### config.mk
export PLATFORM = sky130hd
export DESIGN_NAME = ram82s21_ctl
export DESIGN_NICKNAME = d
export VERILOG_FILES = /design/src/rtl/ram82s21_pkg.sv /design/src/rtl/ram82s21_pulse_cnt.sv /design/src/rtl/ram82s21_ctl.sv
export SDC_FILE = /design/constraint.sdc
export NUM_CORES = 1
export LEC_CHECK = 0
export ABC_AREA = 1
export CAP_MARGIN = 20
export CORE_MARGIN = 4
export CORE_UTILIZATION = 24
export CTS_CLUSTER_SIZE = 14
export DETAILED_ROUTE_END_ITERATION = 8
export PLACE_DENSITY = 0.43
export REMOVE_ABC_BUFFERS = 1
export SYNTH_ARGS = -nofsm -noshare
export SYNTH_HDL_FRONTEND = slang
export SYNTH_SLANG_ARGS = --single-unit
### constraint.sdc
create_clock -name clk -period 1.75 [get_ports clk]
set_input_delay 0.2625 -clock clk [delete_from_list [all_inputs] [get_ports clk]]
set_output_delay 0.2625 -clock clk [all_outputs]
set_load 0.01 [all_outputs]
### src/rtl/ram82s21_pkg.sv
// Shared definitions for the 82S21 RAM controller: FSM states and array geometry.
package ram82s21_pkg;

  typedef enum logic [2:0] {
    IDLE,
    SETUP,
    PULSE,
    HOLD,
    READ,
    RESP
  } state_t;

  localparam int unsigned DEPTH = 32;
  localparam int unsigned AW    = 5;

endpackage

### src/rtl/ram82s21_pulse_cnt.sv
// Write-pulse length counter: loaded in SETUP, counts down through PULSE, done at zero.
module ram82s21_pulse_cnt #(
  parameter int unsigned WR_PULSE = 2
) (
  input  logic clk_i,
  input  logic reset_i,
  input  logic load_i,
  input  logic en_i,
  output logic done_o
);

  logic [2:0] cnt_q, cnt_d;

  always_comb begin
    cnt_d = cnt_q;
    if (load_i) begin
      cnt_d = 3'(WR_PULSE - 1);
    end else if (en_i && (cnt_q != '0)) begin
      cnt_d = cnt_q - 3'd1;
    end
  end

  always_ff @(posedge clk_i) begin
    if (reset_i) begin
      cnt_q <= '0;
    end else begin
      cnt_q <= cnt_d;
    end
  end

  assign done_o = (cnt_q == '0);

endmodule

### src/rtl/ram82s21_ctl.sv
// Request/response controller for a 32x2 82S21 RAM with write pulse timing and zero fill.
module ram82s21_ctl
  import ram82s21_pkg::*;
#(
  parameter int unsigned WR_PULSE = 2
) (
  input  logic          clk,
  input  logic          reset,
  input  logic          req_valid,
  output logic          req_ready,
  input  logic          req_write,
  input  logic [AW-1:0] req_addr,
  input  logic [1:0]    req_wdata,
  input  logic [1:0]    req_bmask,
  output logic          rsp_valid,
  output logic [1:0]    rsp_rdata,
  input  logic          clear_start,
  output logic          clear_busy,
  output logic [AW-1:0] ram_a,
  output logic [1:0]    ram_i,
  output logic          ram_we0_n,
  output logic          ram_we1_n,
  output logic          ram_latch_n,
  output logic          ram_wclk_n,
  output logic          ram_ce,
  input  logic [1:0]    ram_d
);

  state_t        state_q, state_d;
  logic [AW-1:0] addr_q, addr_d;
  logic [AW-1:0] clr_cnt_q, clr_cnt_d;
  logic [1:0]    wdata_q, wdata_d;
  logic [1:0]    bmask_q, bmask_d;
  logic [1:0]    rdata_q, rdata_d;
  logic          clr_busy_q, clr_busy_d;
  logic          rsp_valid_q, rsp_valid_d;
  logic          latch_n_q, latch_n_d;
  logic          wclk_n_q, wclk_n_d;
  logic          we0_n_q, we0_n_d;
  logic          we1_n_q, we1_n_d;
  logic          ce_q, ce_d;
  logic          pulse_load, pulse_done;

  ram82s21_pulse_cnt #(.WR_PULSE(WR_PULSE)) u_pulse_cnt (
    .clk_i   (clk),
    .reset_i (reset),
    .load_i  (pulse_load),
    .en_i    (state_q == PULSE),
    .done_o  (pulse_done)
  );

  // clear_start masks req_ready so a simultaneous request is never accepted.
  assign req_ready = (state_q == IDLE) && !clr_busy_q && !clear_start && !reset;

  always_comb begin
    state_d    = state_q;
    addr_d     = addr_q;
    clr_cnt_d  = clr_cnt_q;
    wdata_d    = wdata_q;
    bmask_d    = bmask_q;
    rdata_d    = rdata_q;
    clr_busy_d = clr_busy_q;
    pulse_load = 1'b0;
    unique case (state_q)
      IDLE: begin
        if (clear_start && !clr_busy_q) begin
          clr_busy_d = 1'b1;
          clr_cnt_d  = '0;
          addr_d     = '0;
          wdata_d    = '0;
          bmask_d    = '1;
          state_d    = SETUP;
        end else if (req_valid && req_ready) begin
          addr_d  = req_addr;
          wdata_d = req_wdata;
          bmask_d = req_bmask;
          state_d = req_write ? SETUP : READ;
        end
      end
      SETUP: begin
        pulse_load = 1'b1;
        state_d    = PULSE;
      end
      PULSE: begin
        if (pulse_done) state_d = HOLD;
      end
      HOLD: begin
        if (clr_busy_q && (clr_cnt_q != AW'(DEPTH - 1))) begin
          clr_cnt_d = clr_cnt_q + 1'b1;
          addr_d    = clr_cnt_d;
          state_d   = SETUP;
        end else begin
          clr_busy_d = 1'b0;
          state_d    = IDLE;
        end
      end
      READ: begin
        rdata_d = ram_d;
        state_d = RESP;
      end
      RESP: state_d = IDLE;
      default: state_d = IDLE;
    endcase

    // RAM pins are decoded from the next state so they are registered yet aligned with it.
    latch_n_d   = (state_d != PULSE);
    wclk_n_d    = (state_d != PULSE);
    we0_n_d     = !((state_d == PULSE) && bmask_d[0]);
    we1_n_d     = !((state_d == PULSE) && bmask_d[1]);
    ce_d        = (state_d == READ);
    rsp_valid_d = (state_d == RESP);
  end

  always_ff @(posedge clk) begin
    if (reset) begin
      state_q     <= IDLE;
      addr_q      <= '0;
      clr_cnt_q   <= '0;
      wdata_q     <= '0;
      bmask_q     <= '0;
      rdata_q     <= '0;
      clr_busy_q  <= 1'b0;
      rsp_valid_q <= 1'b0;
      latch_n_q   <= 1'b1;
      wclk_n_q    <= 1'b1;
      we0_n_q     <= 1'b1;
      we1_n_q     <= 1'b1;
      ce_q        <= 1'b0;
    end else begin
      state_q     <= state_d;
      addr_q      <= addr_d;
      clr_cnt_q   <= clr_cnt_d;
      wdata_q     <= wdata_d;
      bmask_q     <= bmask_d;
      rdata_q     <= rdata_d;
      clr_busy_q  <= clr_busy_d;
      rsp_valid_q <= rsp_valid_d;
      latch_n_q   <= latch_n_d;
      wclk_n_q    <= wclk_n_d;
      we0_n_q     <= we0_n_d;
      we1_n_q     <= we1_n_d;
      ce_q        <= ce_d;
    end
  end

  assign ram_a       = addr_q;
  assign ram_i       = wdata_q;
  assign ram_we0_n   = we0_n_q;
  assign ram_we1_n   = we1_n_q;
  assign ram_latch_n = latch_n_q;
  assign ram_wclk_n  = wclk_n_q;
  assign ram_ce      = ce_q;
  assign rsp_valid   = rsp_valid_q;
  assign rsp_rdata   = rdata_q;
  assign clear_busy  = clr_busy_q;

endmodule

==> results.cfg <==
[status]
status = finished clean

[yosys]
syn_area_per_cell_sq_um = 7.26
synth_top_area_share_pct = 39.0
muxShareOfSynthArea_pct = 0
synthXorXnorAreaFrac_pct = 0.609
synth_fa_ha_area_share_pct = 3.48
synth_area_leaders = dfxtp_1 (39%), nand2_1 (10%), nor2_1 (9.7%), inv_1 (5.7%), nand2_4 (3.9%)
synth_area_sq_um = 1440
ys_seq_area_share_pct = 39.0
synth_seq_cells = 28
synth_cell_types = 27
ys_warn_count = 0
synth_cells = 198
synth_top_family_by_area = simple AND/OR/NAND/NOR gates
yosys.area_share.simple_pct = 38.9
synth_compound_area_share_pct = 8.79
yosysTopAreaCell = dfxtp_1

[placement]
place_inst = 309
gp_congestion = 0.745
port_buffers = 32
hpwl_microns = 2660

[min_path]
hold_class = reg2reg

[routing]
drtAntennaViolNets = 0
post-route-drc-count = 0
drt-initial-drc-count = 46
viasPerCell = 4.04
dr.pass1.iters = 4
finalWirelength_microns = 3300
vias = 1263
wl_per_cell_microns = 10.6

[job]
drv_cap = 0

[finish]
n_antenna_cell = 0
instances_no_fill = 313
final_nets = 262
nFillCells = 631
final_cell_mix = nand2_1 (39), nor2_1 (35), clkdlybuf4s50_1 (31)
drive_above_1_share_pct = 18.7
final_common_cell = nand2_1
syn_to_final_growth_pct = 38.1

[timing]
setup_tns_ns = 0
worstMarginPinSlew_ns = 0.285
hold_viol = 0
skew_ns = 0.00217
rsz0062_at_grt = false
relSlewSlack_pct = 80.9
finalCritPeriodShare_pct = 91.6
setup_viol_count_final = 0
clock.fmax_ghz = 0.624
period_minus_slack_ns = 1.60
slew_viol_final = 0

[clocking]
worstSkewPairLatency_ns = 0.27
clock-root-buffer = clkbuf_8
cts_setup_buffers = 0
cts.sinks = 28
clkTransAtPathRegs_ns = 0.10
tritoncts = yes
cts_buffer_depth = 2
holdBufCountCts = 0
htreeDepth = 1
numCtsBuffers = 3

[floorplan]
core_sq_um = 5640
die_w_microns = 85.4
die_area_sq_um = 7290
die_y_microns = 85.4
start_util_pct = 25.5
rows = 27
io_pins = 33

[global_routing]
track_usage_pct = 9.68
met2_usage_pct = 16.5
grt_max_degree = 18
grt_pass1_wl_microns = 5730
overflow = 0
antenna_found_initial = 0
grt.busiest_layer = met2
grt_use_met3_pct = 2.82
grtUsageMet1_pct = 12.4
grt_pass1_vias = 1255

[critical_path]
critPathRequiredTime_ns = 1.93
start_kind = flip-flop
cpPeakStageDelay_ns = 0.34
path_buf_inv = 2
end_kind = flip-flop
worstPathMaxFanout = 6
critPathSlowestCell = dfxtp_1
cp_top_family = simple AND/OR/NAND/NOR gates
crit_chain = ha_1, nand2_1, nor2_1, ha_1, inv_1, nand2_1, nand2_2, nand2_4, nor2_4, inv_4, nor2_2, nor2_1
cp_data_arrival_time_ns = 1.78
path_class = reg2reg

[power]
p_per_area_nw_per_um2 = 1090
p_leak_nw = 0.865
ir_drop_v = 0.000531
==> final cells by class <==
type	instances	area (sq um)	share of cell area, %
Sequential cell	28	562	28.3
Inverter	29	114	5.73
Tap cell	72	90.1	4.54
Clock buffer	3	41.3	2.08
Clock inverter	1	30.0	1.51
Multi-Input combinational cell	138	754	38.0
Timing Repair Buffer	42	394	19.8
==> through the flow <==
stage                     total power [mW]  util, %  hold WS [ns]  worst slack [ns]  area (sq um)
after floorplan                       1.36        -         0.325             0.272          1420
after global placement                1.67     33.8         0.438            -0.113          1900
after detailed placement              1.67     33.8         0.445            -0.118          1900
after CTS                             2.19     35.0         0.460             0.115          1970
after global routing                  2.36     35.2         0.483           0.00138          1990
final                                 2.17     35.2         0.456             0.148          1990
==> cells in the mapped netlist <==
master	n
inv_2	4
nand2_1	39
a21oi_1	11
o21ai_0	6
clkbuf_4	1
nand4_1	3
nand2_4	5
nand3_2	1
nor2_2	2
a21oi_2	3
clkinv_1	1
inv_1	22
nand3_4	1
nor2_4	4
dfxtp_1	28
buf_4	1
nand3_1	9
inv_4	2
nor3_4	1
nor3_1	3
or2_1	1
o21a_1	2
nor2_1	37
xor2_1	1
nand2_2	5
clkbuf_1	1
ha_1	4
==> path summary, 6_finish.rpt <==
check	end	slack [ns]	startpoint	depth (start not counted)
worst max-delay path	clr_cnt_q[0]$_SDFFE_PP0P_	0.15	clr_cnt_q[1]$_SDFFE_PP0P_	12
worst min-delay path	bmask_q[1]$_SDFF_PP0_	0.46	bmask_q[1]$_SDFF_PP0_	2
worst min register to register	bmask_q[1]$_SDFF_PP0_	0.46	bmask_q[1]$_SDFF_PP0_	2
worst max register to register	clr_cnt_q[0]$_SDFFE_PP0P_	0.15	clr_cnt_q[1]$_SDFFE_PP0P_	12
==> tightest hold or removal path: cells and delay by family (launching register included) <==
kind                   cells  cell delay, ns
DFF                        1            0.31
buffers and inverters      1            0.06
AOI/OAI and AO/OA          1            0.06
==> sequential cells by signal (all words and copies together) (netlist names) <==
register,cells
ram_we0_n,1
ram_wclk_n,1
rsp_rdata,2
ram_a,5
bmask_q,2
u_pulse_cnt.cnt_q,3
ram_ce,1
state_q,3
clear_busy,1
ram_we1_n,1
rsp_valid,1
clr_cnt_q,5
ram_i,2
==> power breakdown <==
part | internal, mW | switching, mW
clock | 0.306 | 0.208
combinational | 0.371 | 0.480
sequential | 0.744 | 0.0572
total | 1.42 | 0.745
==> what timing repair did <==
item	in CTS	in global routing
endpoints found under the setup margin	1	2
resized for setup	1	4
gates cloned	0	0
pin swaps	0	2
==> cell families after synthesis <==
family          after synthesis
flops                        28
compound gates               22
xor+xnor                      1
buf+inv                      32
fa+ha+maj                     4
simple gates                111
==> layer usage <==
layer | up-vias | wire length (microns)
li1 | 702 | -
met1 | 542 | 1600
met2 | 17 | 1570
met3 | 2 | 110
met4 | 0 | 15
met5 | - | 0
Power figures use the tool's default switching activity.
